$ cat config.mk
export PLATFORM = sky130hd
export DESIGN_NAME = clkdiv_cfg_ctrl
export DESIGN_NICKNAME = d
export VERILOG_FILES = /design/src/rtl/clkdiv_pkg.sv /design/src/rtl/clkdiv_wdog.sv /design/src/rtl/clkdiv_cfg_ctrl.sv
export SDC_FILE = /design/constraint.sdc
export NUM_CORES = 1
export LEC_CHECK = 0
export BUFFER_PORTS_ARGS = -buffer_cell sky130_fd_sc_hd__clkbuf_2
export CAP_MARGIN = 20
export CORE_UTILIZATION = 40
export DETAILED_ROUTE_END_ITERATION = 8
export PLACE_DENSITY = 0.69
export SETUP_SLACK_MARGIN = 0.05
export SLEW_MARGIN = 25
export SYNTH_ARGS = -nofsm -noshare
export SYNTH_HDL_FRONTEND = slang
export SYNTH_SLANG_ARGS = --single-unit
$ cat constraint.sdc
create_clock -name clkin -period 1.95 [get_ports clkin]
set_input_delay 0.2925 -clock clkin [delete_from_list [all_inputs] [get_ports clkin]]
set_output_delay 0.2925 -clock clkin [all_outputs]
set_load 0.02 [all_outputs]
$ cat src/rtl/clkdiv_pkg.sv
// Shared types and helpers for the clock-divider configuration controller.
// Holds the default widths, the controller state encoding and the
// ratio-to-divider conversion used for both reset values and commits.
package clkdiv_pkg;

   localparam int CNT_W_DEF   = 9;
   localparam int RATIO_W_DEF = 10;

   typedef enum logic [0:0] {
      IDLE = 1'b0,
      PEND = 1'b1
   } state_t;

   // rat_is_odd sits in the LSB so a size cast to CNT_W+1 bits yields
   // {load_value[CNT_W-1:0], rat_is_odd} directly.
   typedef struct packed {
      logic [31:0] load_value;
      logic        rat_is_odd;
   } cfg_t;

   // A ratio is legal from 2 up to 2**(cnt_w+1) inclusive.
   function automatic logic ratio_ok(input logic [31:0] n, input int cnt_w);
      return (n >= 32'd2) && (n <= (32'd2 << cnt_w));
   endfunction

   // Divider counts floor(N/2) cycles per half period; odd ratios add one
   // cycle to the high phase.
   function automatic cfg_t ratio_to_cfg(input logic [31:0] n);
      cfg_t c;
      c.load_value = (n >> 1) - 32'd1;
      c.rat_is_odd = n[0];
      return c;
   endfunction

endpackage

$ cat src/rtl/clkdiv_wdog.sv
// Edge-activity watchdog for the divider phase output.
// Only present when CLKDIV_CTRL_WDOG_EN is defined; otherwise this file is
// empty so no orphan module exists in the default build.
`ifdef CLKDIV_CTRL_WDOG_EN
module clkdiv_wdog #(
   parameter int WDOG_CYCLES = 1100
) (
   input  logic clkin,
   input  logic rst_n,
   input  logic activity,
   output logic wdog_err
);

   localparam int             W     = $clog2(WDOG_CYCLES + 1);
   localparam logic [W-1:0]   LIMIT = W'(WDOG_CYCLES);

   logic [W-1:0] cnt;

   // Count quiet cycles, restart on any edge, latch the error once the limit is hit.
   always_ff @(posedge clkin or negedge rst_n) begin
      if (!rst_n) begin
         cnt      <= '0;
         wdog_err <= 1'b0;
      end else begin
         if (activity) begin
            cnt <= '0;
         end else if (cnt != LIMIT) begin
            cnt <= cnt + W'(1);
         end
         if (cnt == LIMIT) begin
            wdog_err <= 1'b1;
         end
      end
   end

endmodule
`endif

$ cat src/rtl/clkdiv_cfg_ctrl.sv
// Runtime configuration controller for the programmable clock divider.
// Accepts ratio requests over valid/ready, rejects illegal ratios, and
// commits load_value/rat_is_odd/cur_ratio together on a phase_track rise so
// the divider output never glitches. Reports lock and (optionally) a stuck
// divider. Optional feature macro: CLKDIV_CTRL_WDOG_EN (edge watchdog).
module clkdiv_cfg_ctrl
   import clkdiv_pkg::*;
#(
   parameter int CNT_W         = CNT_W_DEF,
   parameter int RATIO_W       = RATIO_W_DEF,
   parameter int DEFAULT_RATIO = 2,
   parameter int LOCK_PERIODS  = 4,
   parameter int WDOG_CYCLES   = 1100
) (
   input  logic               clkin,
   input  logic               rst_n,
   input  logic               req_valid,
   input  logic [RATIO_W-1:0] req_ratio,
   output logic               req_ready,
   input  logic               phase_track,
   output logic [CNT_W-1:0]   load_value,
   output logic               rat_is_odd,
   output logic [RATIO_W-1:0] cur_ratio,
   output logic               cfg_busy,
   output logic               err_invalid,
   output logic               locked,
   output logic               wdog_err
);

   // Elaboration-time sanity checks on the parameter set.
   if (RATIO_W < CNT_W + 1) begin : g_width_chk
      $error("clkdiv_cfg_ctrl: RATIO_W must be at least CNT_W+1");
   end
   if (LOCK_PERIODS < 1 || WDOG_CYCLES < 2) begin : g_param_chk
      $error("clkdiv_cfg_ctrl: LOCK_PERIODS and WDOG_CYCLES out of range");
   end

   localparam logic [CNT_W:0]   DEF_CFG   = (CNT_W+1)'(ratio_to_cfg(32'(DEFAULT_RATIO)));
   localparam logic [RATIO_W-1:0] DEF_RATIO = RATIO_W'(DEFAULT_RATIO);
   localparam int               LW        = $clog2(LOCK_PERIODS + 1);
   localparam logic [LW-1:0]    LOCK_MAX  = LW'(LOCK_PERIODS);

   state_t             state;
   logic               ph_q;
   logic               rise;
   logic               commit;
   logic [RATIO_W-1:0] pend_ratio;
   logic [CNT_W:0]     pend_cfg;
   logic [LW-1:0]      lock_cnt;

   assign rise     = phase_track & ~ph_q;
   assign commit   = (state == PEND) && rise;
   assign pend_cfg = (CNT_W+1)'(ratio_to_cfg(32'(pend_ratio)));

   // Delayed copy of the divider phase for edge detection.
   // NOTE: every clocked block uses <= so all registers see pre-edge values.
   always_ff @(posedge clkin or negedge rst_n) begin
      if (!rst_n) begin
         ph_q <= 1'b0;
      end else begin
         ph_q <= phase_track;
      end
   end

   // Request handshake, validation and rise-aligned commit of the new config.
   always_ff @(posedge clkin or negedge rst_n) begin
      if (!rst_n) begin
         state       <= IDLE;
         pend_ratio  <= DEF_RATIO;
         cur_ratio   <= DEF_RATIO;
         load_value  <= DEF_CFG[CNT_W:1];
         rat_is_odd  <= DEF_CFG[0];
         req_ready   <= 1'b1;
         cfg_busy    <= 1'b0;
         err_invalid <= 1'b0;
      end else begin
         // NOTE: default first so err_invalid is a single-cycle pulse on every path.
         err_invalid <= 1'b0;
         case (state)
            IDLE: begin
               if (req_valid && req_ready) begin
                  if (ratio_ok(32'(req_ratio), CNT_W)) begin
                     pend_ratio <= req_ratio;
                     state      <= PEND;
                     req_ready  <= 1'b0;
                     cfg_busy   <= 1'b1;
                  end else begin
                     err_invalid <= 1'b1;
                  end
               end
            end
            PEND: begin
               // A rise in the acceptance cycle was seen while still IDLE,
               // so the first rise acted on here is always a fresh one.
               if (rise) begin
                  load_value <= pend_cfg[CNT_W:1];
                  rat_is_odd <= pend_cfg[0];
                  cur_ratio  <= pend_ratio;
                  state      <= IDLE;
                  req_ready  <= 1'b1;
                  cfg_busy   <= 1'b0;
               end
            end
            default: begin
               state     <= IDLE;
               req_ready <= 1'b1;
               cfg_busy  <= 1'b0;
            end
         endcase
      end
   end

   // Count clean output periods since the last commit; saturate at LOCK_PERIODS.
   always_ff @(posedge clkin or negedge rst_n) begin
      if (!rst_n) begin
         lock_cnt <= '0;
         locked   <= 1'b0;
      end else if (commit) begin
         lock_cnt <= '0;
         locked   <= 1'b0;
      end else if (rise && (lock_cnt != LOCK_MAX)) begin
         lock_cnt <= lock_cnt + LW'(1);
         locked   <= (lock_cnt == LOCK_MAX - LW'(1));
      end
   end

`ifdef CLKDIV_CTRL_WDOG_EN
   logic ph_edge;
   assign ph_edge = phase_track ^ ph_q;

   clkdiv_wdog #(
      .WDOG_CYCLES(WDOG_CYCLES)
   ) u_wdog (
      .clkin    (clkin),
      .rst_n    (rst_n),
      .activity (ph_edge),
      .wdog_err (wdog_err)
   );
`else
   assign wdog_err = 1'b0;
`endif

endmodule

Word level (Yosys, flattened, before mapping)
Index checks and enable logic that the tools add are counted.

cells by class
  add/subtract/negate cells = 2
  $lt $le $gt $ge = 1
  equality and inequality tests = 5
  multiplexer cells = 19
  bitwise operators = 3
  reductions and logical operators = 7

operators by type and width
  cell                                                   count
  2-to-1 mux 1 bit                                       14
  >= comparator 10 x 2 -> 1 bit, second input constant   1
  subtractor 9 x 1 -> 9 bit, second input constant       1
  2-to-1 mux 3 bit                                       2
  case mux 1 bit (2 select lines)                        3
  AND reduction 3 bit                                    2
  inequality test 2 bit, second input constant           2
  adder 3 x 1 -> 3 bit, second input constant            1
  == test 3 x 2 -> 1 bit, second input constant          1
  logical AND 1 bit                                      3
  inequality test 3 bit, second input constant           1
  inequality test 2 x 1 -> 1 bit, second input constant  1
  NOT 1 bit                                              2
  AND reduction 2 bit                                    1
  nonzero test 2 bit                                     1
  AND 1 bit                                              1

storage, ports and cells
  bits in registers = 39
  bits of input ports = 14
  logic and storage cells = 48

Logic depth before layout (Yosys ltp)
Gate-level depths: netlist (run 1).

  depth in word-level cells = 5
  gate-level depth with buffers = 5
  depth with buffers taken out = 5

Least setup slack after synthesis (run 1)
No wires, ideal clock.

  path type = register -> register
  start = reg pend_ratio[2]
  end = reg load_value[8]
  arrival = 1.712 ns
  required time = 1.868 ns
  slack = 0.157 ns
  stages on the path, launching flop included = 6
  clock period less this slack = 1.793 ns
  cells stage by stage = dfrtp_1 inv_1 ha_1 or3b_2 or4_1 a31oi_1

between the ends
  longest elaborated chain between the ends = 1

ends and longest elaborated chain
  element                    RTL line               source
  start, declared            clkdiv_cfg_ctrl.sv:47  logic [RATIO_W-1:0] pend_ratio;
  start signal, assigned     clkdiv_cfg_ctrl.sv:83  pend_ratio <= req_ratio;
  subtractor 9 x 1 -> 9 bit  clkdiv_pkg.sv:30       c.load_value = (n >> 1) - 32'd1;
  end signal, assigned       clkdiv_cfg_ctrl.sv:71  load_value <= DEF_CFG[CNT_W:1];
  end signal, assigned       clkdiv_cfg_ctrl.sv:96  load_value <= pend_cfg[CNT_W:1];
  end, declared              clkdiv_cfg_ctrl.sv:21  output logic [CNT_W-1:0] load_value,

No other way between the ends.
A chain may end at the register's enable or synchronous reset.

Worst setup path after layout (run 1)
  start = reg pend_ratio[2]
  end = reg load_value[6]

The elaborated chain is that of the path after synthesis.

==> results of run 1 <==
==> sequential cells by signal, indices dropped and copies added, names as in the netlist <==
register	flops
req_ready	1
locked	1
err_invalid	1
cur_ratio	10
pend_ratio	10
lock_cnt	3
load_value	9
cfg_busy	1
ph_q	1
state	1
==> through the flow <==
stage	total power (W)	cells	setup WS [ns]	utilization, %
2_1_floorplan	0.00231	158	0.157	-
5_1_grt	0.00369	252	0.0661	51.5
6_report	0.00345	252	0.168	51.5
3_3_place_gp	0.00278	244	0.177	48.4
3_5_place_dp	0.00280	244	0.148	48.4
4_1_cts	0.00348	252	0.129	51.5
==> how the worst min path moves through the flow <==
stage / depth (start not counted) / from / endpoint / slack [ns]
floorplan: 0 / rst_n / cfg_busy / -0.003
global placement: 2 / rst_n / cur_ratio[8] / 0.28
detailed placement: 2 / rst_n / load_value[7] / 0.28
CTS: 1 / phase_track / ph_q / 0.16
global route: 1 / phase_track / ph_q / 0.17
finish: 1 / phase_track / ph_q / 0.17
==> cell families (layout without fill, tap and decap cells) <==
group,count (synthesis),after routing,synth area share [%]
mux,4,4,3.38
simple gates,63,63,18.0
fa+ha+maj,4,4,3.01
flops,38,38,57.3
compound gates,33,33,13.6
buf+inv,13,57,3.38
other cells,1,1,0.225
xor+xnor,2,2,1.05
==> cell type report <==
type	instances	area (um2)
clock inverter	1	30.0
tap	50	62.6
timing repair buffer	44	253
sequential	38	955
clock buffer	6	82.6
fill	383	1940
inverter	6	22.5
multi-input combinational	107	657
==> what timing repair did <==
action	in CTS	in global routing
hold buffers	1	0
buffers inserted	0	0
setup endpoints to repair	0	1
gates resized for setup	0	3
endpoints found under the hold margin	35	0
==> worst max-delay path: stages, from the launching register on <==
cell and delay [ns]:
dfrtp_1 0.40, inv_2 0.07, ha_2 0.18, or3b_2 0.45, buf_4 0.16, or2_2 0.29, a31oi_1 0.15
==> layer usage <==
layer	track usage, %	up-vias
li1	-	627
met1	23.3	630
met2	26.8	37
met3	3.94	6
met4	8.78	0
met5	0	-
==> where the power goes <==
part	internal, W	switching, W
Clock	0.000409	0.000259
Combinational	0.000547	0.000777
Sequential	0.00117	0.000289
Total	0.00212	0.00133
==> cells in the mapped netlist (3+ instances only) <==
library cell,count
a31oi_1,5
dfrtp_1,35
mux2_4,3
o21ai_0,14
nand2_1,35
a21oi_1,4
clkbuf_1,5
or3_1,4
a22o_1,4
inv_1,6
nand3_1,4
o31ai_1,3
ha_1,4
dfstp_2,3
nor2_1,7
==> results.cfg, run 1 <==
[routing]
avgViaCountPerCell = 5.16
dr_wl_met3_um = 173
ant_nets = 0
dr.pass1.iters = 4
drt_iter0_drc = 39
met2_length_um = 1640
vias = 1300
drc_errors = 0
wirelength_um = 3400
highest_layer = met4
wl_met1_um = 1520
post_drt_wl_per_cell_um = 13.5

[finish]
nets = 220
most-common-layout-cells = 37 x clkbuf_2, 35 x nand2_1, 35 x dfrtp_1
design_area_um2 = 2060
drive_gt1_share_pct = 32.7
antenna_cells = 0
syn_to_final_growth_pct = 23.8
layout_commonest_cell = clkbuf_2

[synth]
async_flop_share_pct = 100
syn_avg_cell_area_um2 = 10.5
yosysTopAreaCellShare_pct = 52.6
synth-seq-cells = 38
synth_nets = 176
synth.distinct_cells = 33
synth_cells = 158
synth.area.top_cells = dfrtp_1 53%, nand2_1 7.9%, dfstp_2 4.7%
ys_seq_area_share_pct = 57.3
synth-main-ff-cell = dfrtp_1
yosysTopAreaCell = dfrtp_1
syn-cell-area_um2 = 1670
synth_edf_count = 0
ys_warn_count = 0

[timing]
fin_worst_skew_ns = 0.00726
whs_ns = 0.168
hold_viol_final = 0
fmax_ghz = 0.561
setup_viol_count_final = 0
min_period_ns = 1.78
period_share_pct = 91.4
fin_setup_tns_ns = 0
rsz0062_at_grt = false
slew_viol_final = 0

[critical_path]
crit_type = flop to flop
rr_startpoint = pend_ratio[2]
reg2reg_slack_ns = 0.17
endpoint_kind = flop
worst-path-max-fanout = 4
worstSetupStartpointType = flop
critPathCapture = load_value[6]
rr_worst_depth = 6
cp_data_arrival_time_ns = 1.99
required_ns = 2.16
r2r-end = load_value[6]
startpoint = pend_ratio[2]

[flow_run]
max_cap_violations = 0

[place]
placed_area_um2 = 1940
finalWeightedCongestion = 0.849
portBuffers = 37
place_hpwl_um = 2570

[grt]
gr-total-overflow = 0
grt_pass1_wl_um = 5520
track_usage_pct = 17.5
antenna_found_initial = 0
grt_pass1_vias = 1173
grt_start_max_net_pins = 39

[clock_network]
clock_sinks = 38
cts_tree = done
htree_levels = 2
cts_root_buffer = clkbuf_8
worstSkewPairLatency_ns = 0.29
numCtsBuffers = 5
clock_path_buffers = 2
clkTransAtPathRegs_ns = 0.07

[floorplanning]
ios = 39
rows = 23
start_util_pct = 41.6
core_area_um2 = 4000
design.die.area_um2 = 4430
die_y_um = 66.5
die_w_um = 66.5

[power]
p_per_area_nw_per_um2 = 1670
vdd_drop_max_mv = 0.823
leakage_nw = 1.01

[hold_path]
hold_path_class = primary input to flop

[outcome]
status = finished, final reports clean
Note: power is estimated with default switching activity, not from simulation.
==> run 2, diff against run 1 <==
--- a/config.mk
+++ b/config.mk
@@ -9,7 +9,7 @@
 export CAP_MARGIN = 20
 export CORE_UTILIZATION = 40
 export DETAILED_ROUTE_END_ITERATION = 8
-export PLACE_DENSITY = 0.69
+export PLACE_DENSITY = 0.61
 export SETUP_SLACK_MARGIN = 0.05
 export SLEW_MARGIN = 25
 export SYNTH_ARGS = -nofsm -noshare
==> constraint.sdc (replaced) <==
create_clock -name clkin -period 1.8 [get_ports clkin]
set_input_delay 0.27 -clock clkin [delete_from_list [all_inputs] [get_ports clkin]]
set_output_delay 0.27 -clock clkin [all_outputs]
set_load 0.02 [all_outputs]
==> results.cfg, run 2 (synthesis gave the netlist of run 1 again) <==
[outcome]
status = finished, final reports clean

[finish]
nets = 221
final_util_pct = 52.0
antenna_cells = 0
syn_to_final_growth_pct = 25.0
nFillCells = 383
top_regs = cur_ratio: 10 flops, pend_ratio: 10 flops, load_value: 9 flops
drive_gt1_share_pct = 33.3
most-common-layout-cells = 37 x clkbuf_2, 35 x nand2_1, 35 x dfrtp_1
layout_commonest_cell = clkbuf_2
design_area_um2 = 2080

[flow_run]
max_cap_violations = 0

[clock_network]
cts_tree = done
clock_sinks = 38
cts_root_buffer = clkbuf_8
clkTransAtPathRegs_ns = 0.07
clock_path_buffers = 2
htree_levels = 2
worstSkewPairLatency_ns = 0.29
numCtsBuffers = 5
post_cts_buffers = 0

[power]
switching_share_pct = 39.4
p_int_w = 0.00227
vdd_drop_max_mv = 0.976
p_comb_share_pct = 40.0
leakage_nw = 1.02
clock_power_share_pct = 18.2
power_frac_seq_pct = 41.9
switching_power_w = 0.00147
p_per_area_nw_per_um2 = 1800

[floorplanning]
design.die.area_um2 = 4430
die_w_um = 66.5
core_area_um2 = 4000
rows = 23
ios = 39
die_y_um = 66.5
start_util_pct = 41.6

[critical_path]
required_ns = 2.02
cp_top_family = simple AND/OR/NAND/NOR gates
worst-path-max-fanout = 3
crit_buf_inv = 1
rr_startpoint = pend_ratio[2]
cpPeakStageDelay_ns = 0.48
reg2reg_slack_ns = 0.1
slowest_stage = or4_1
rr_worst_depth = 5
crit_chain = inv_2 > ha_2 > or3b_4 > or4_1 > a31oi_1
crit_type = flop to flop
cp_data_arrival_time_ns = 1.92
worstSetupStartpointType = flop
r2r-end = load_value[8]
endpoint_kind = flop

[timing]
hold_viol_final = 0
fin_worst_skew_ns = 0.00297
period_share_pct = 94.6
setup_viol_count_final = 0
rsz0062_at_grt = true
whs_ns = 0.144
min_period_ns = 1.70
fin_setup_tns_ns = 0
worst_slew_pin_slew_ns = 0.503
slew_viol_final = 0
max_slew_margin_pct = 66.4
fmax_ghz = 0.587

[place]
place_hpwl_um = 2880
portBuffers = 37
placed_area_um2 = 1960
finalWeightedCongestion = 0.829

[hold_path]
min-delay-start = phase_track
hold_path_class = primary input to flop
min_to = ph_q
whs_path_depth = 1

[grt]
track_usage_pct = 19.3
grt_pass1_vias = 1268
grt_pass1_wl_um = 6110
antenna_found_initial = 0
gr-total-overflow = 0
grt_start_max_net_pins = 22

[routing]
drc_errors = 0
vias = 1264
avgViaCountPerCell = 4.98
post_drt_wl_per_cell_um = 14.6
drt_iter0_drc = 38
wirelength_um = 3710
dr.pass1.iters = 4
ant_nets = 0
[run 2: cell types whose count changed in the layout (fill, tap and decap cells not counted), sizes merged]
cell	previous run	this run
buf	6	7
bufinv	1	0
clkbuf	43	45
[run 2: power groups by stage]
stage | clock (W) | sequential (W) | combinational, W
after CTS | 0.000691 | 0.00157 | 0.00152
after global routing | 0.000722 | 0.00162 | 0.00166
after global placement | 0 | 0.00157 | 0.00145
after detailed placement | 0 | 0.00158 | 0.00151
after floorplan | 0 | 0.00180 | 0.000710
final | 0.000679 | 0.00157 | 0.00149
[run 2: how the worst max path moves through the flow]
stage	from	to	slack, ns	cells past startpoint
4_1_cts	pend_ratio[2]	load_value[8]	0.06	5
3_3_place_gp	req_ratio[6]	pend_ratio[6]	0.07	4
3_5_place_dp	req_ratio[6]	pend_ratio[6]	0.04	4
5_1_grt	pend_ratio[2]	load_value[8]	0.03	5
2_1_floorplan	pend_ratio[2]	load_value[8]	0.11	5
6_report	pend_ratio[2]	load_value[8]	0.1	5
[run 2: per-layer routing]
metal	routed length, um	part of all wire, %	GRT usage (%)
met3	146	3.9	4.62
met4	71	1.9	8.78
met1	1640	44	23.5
met5	0	0	0
met2	1850	50	32.4
[run 2: timing repair]
item,CTS,global route
endpoints found under the setup margin,1,2
pin swaps,0,2
hold buffers,1,0
gates cloned,0,0
endpoints found under the hold margin,17,0
resized for setup,3,0
[run 2: layout make-up]
type / count / area (um2) / share of cell area [%]
timing repair buffer: 45 / 273 / 13.1
multi-input combinational: 107 / 659 / 31.7
tap: 50 / 62.6 / 3.00
sequential: 38 / 955 / 45.9
inverter: 6 / 22.5 / 1.08
clock buffer: 8 / 110 / 5.29
[run 2: metrics by stage]
step	setup WS [ns]	std cells	power, W
4_1_cts	0.0580	254	0.00378
3_3_place_gp	0.0690	245	0.00302
5_1_grt	0.0307	254	0.00400
3_5_place_dp	0.0382	245	0.00309
6_report	0.0977	254	0.00374
2_1_floorplan	0.109	158	0.00251
[run 2: worst register-to-register path, delay by kind of cell, from the launching register on]
kind	cells	cell delay [ns]
simple gates	2	0.86
flops	1	0.40
fa+ha+maj	1	0.17
compound gates	1	0.13
buf+inv	1	0.07
==> run 3, diff against run 2 <==
--- a/config.mk
+++ b/config.mk
@@ -5,7 +5,7 @@
 export SDC_FILE = /design/constraint.sdc
 export NUM_CORES = 1
 export LEC_CHECK = 0
-export BUFFER_PORTS_ARGS = -buffer_cell sky130_fd_sc_hd__clkbuf_2
+export BUFFER_PORTS_ARGS = -buffer_cell sky130_fd_sc_hd__buf_2
 export CAP_MARGIN = 20
 export CORE_UTILIZATION = 40
 export DETAILED_ROUTE_END_ITERATION = 8
==> results.cfg, run 3 (synthesis gave the netlist of run 1 again) <==
[outcome]
status = finished, final reports clean

[finish]
nFillCells = 378
layout_commonest_cell = buf_2
antenna_cells = 0
nets = 221
drive_gt1_share_pct = 33.8
design_area_um2 = 2080
syn_to_final_growth_pct = 24.9
most-common-layout-cells = 37 x buf_2, 35 x nand2_1, 35 x dfrtp_1
top_regs = cur_ratio: 10 flops, pend_ratio: 10 flops, load_value: 9 flops

[timing]
min_period_ns = 1.67
hold_viol_final = 0
fin_worst_skew_ns = 0.00570
fin_setup_tns_ns = 0
setup_viol_count_final = 0
rsz0062_at_grt = false
whs_ns = 0.149
fmax_ghz = 0.598
slew_viol_final = 0
period_share_pct = 92.9

[grt]
grt_start_max_net_pins = 39
antenna_found_initial = 0
grt_pass1_vias = 1243
grt_pass1_wl_um = 6060
gr-total-overflow = 0
track_usage_pct = 19.0

[critical_path]
endpoint_kind = flop
required_ns = 2.01
worstSetupStartpointType = flop
cp_data_arrival_time_ns = 1.88
worst-path-max-fanout = 3
crit_type = flop to flop

[flow_run]
max_cap_violations = 0

[routing]
wirelength_um = 3600
drt_iter0_drc = 31
vias = 1285
post_drt_wl_per_cell_um = 14.2
ant_nets = 0
dr.pass1.iters = 4
drc_errors = 0
avgViaCountPerCell = 5.06

[clock_network]
cts_tree = done
numCtsBuffers = 5
clock_sinks = 38
clkTransAtPathRegs_ns = 0.07
clock_path_buffers = 2
htree_levels = 2
worstSkewPairLatency_ns = 0.28
cts_root_buffer = clkbuf_8

[place]
finalWeightedCongestion = 0.816
portBuffers = 37
placed_area_um2 = 1950
place_hpwl_um = 2670

[floorplanning]
rows = 23
start_util_pct = 41.6
design.die.area_um2 = 4430
ios = 39
die_w_um = 66.5
die_y_um = 66.5
core_area_um2 = 4000

[power]
p_per_area_nw_per_um2 = 1770
total_power_w = 0.00369
leakage_nw = 1.02
vdd_drop_max_mv = 1.02

[hold_path]
hold_path_class = primary input to flop
-- run 3: worst paths after layout --
path | slack [ns] | cells past startpoint | startpoint | end
min | 0.15 | 1 | phase_track | ph_q
min in group asynchronous | 0.48 | 3 | rst_n | lock_cnt[1]
min reg2reg | 0.47 | 2 | pend_ratio[0] | cur_ratio[0]
max in group asynchronous | 1.06 | 3 | rst_n | pend_ratio[1]
max reg2reg | 0.13 | 5 | pend_ratio[2] | load_value[8]
max | 0.13 | 5 | pend_ratio[2] | load_value[8]
-- run 3: area by class of cell --
cell class	count	area, um2	area share [%]
Multi-Input combinational cell	107	677	32.5
Tap cell	50	62.6	3.01
Inverter	6	22.5	1.08
Clock inverter	1	5.00	0.241
Clock buffer	7	86.3	4.15
Sequential cell	38	955	45.9
Timing Repair Buffer	45	273	13.1
-- run 3: routing by layer --
metal | vias to the layer above | global-route usage, % | part of all wire (%) | wire (um)
li1 | 631 | - | - | -
met1 | 618 | 24.6 | 45 | 1630
met2 | 32 | 30.2 | 49 | 1770
met3 | 4 | 5.31 | 4.3 | 156
met4 | 0 | 7.18 | 1.3 | 46
met5 | - | 0 | 0 | 0
-- run 3: per-stage QoR --
step	cells	worst slack, ns	util (%)
after floorplan	158	0.109	-
after global placement	244	0.0550	48.8
after detailed placement	244	0.0466	48.8
after CTS	254	0.0626	51.6
after global routing	254	0.0551	52.0
final	254	0.128	52.0
-- run 3: worst max-delay path, stage by stage (launching register included) --
cell and delay, ns:
dfrtp_1 0.39, inv_2 0.09, ha_4 0.14, or3b_4 0.37, or4_4 0.47, a31oi_1 0.13
-- run 3: power breakdown --
part,switching [W],leakage [nW],internal [W],total (W)
clock network,0.000286,0.0482,0.000309,0.000595
registers,0.000302,0.463,0.00126,0.00156
logic,0.000881,0.504,0.000649,0.00153
-- run 3: repair_timing --
item,in CTS,in global routing
endpoints found under the hold margin,35,0
endpoints found under the setup margin,1,4
resized for setup,3,3
hold buffers,1,0
buffers inserted,1,0
pin swaps,1,2
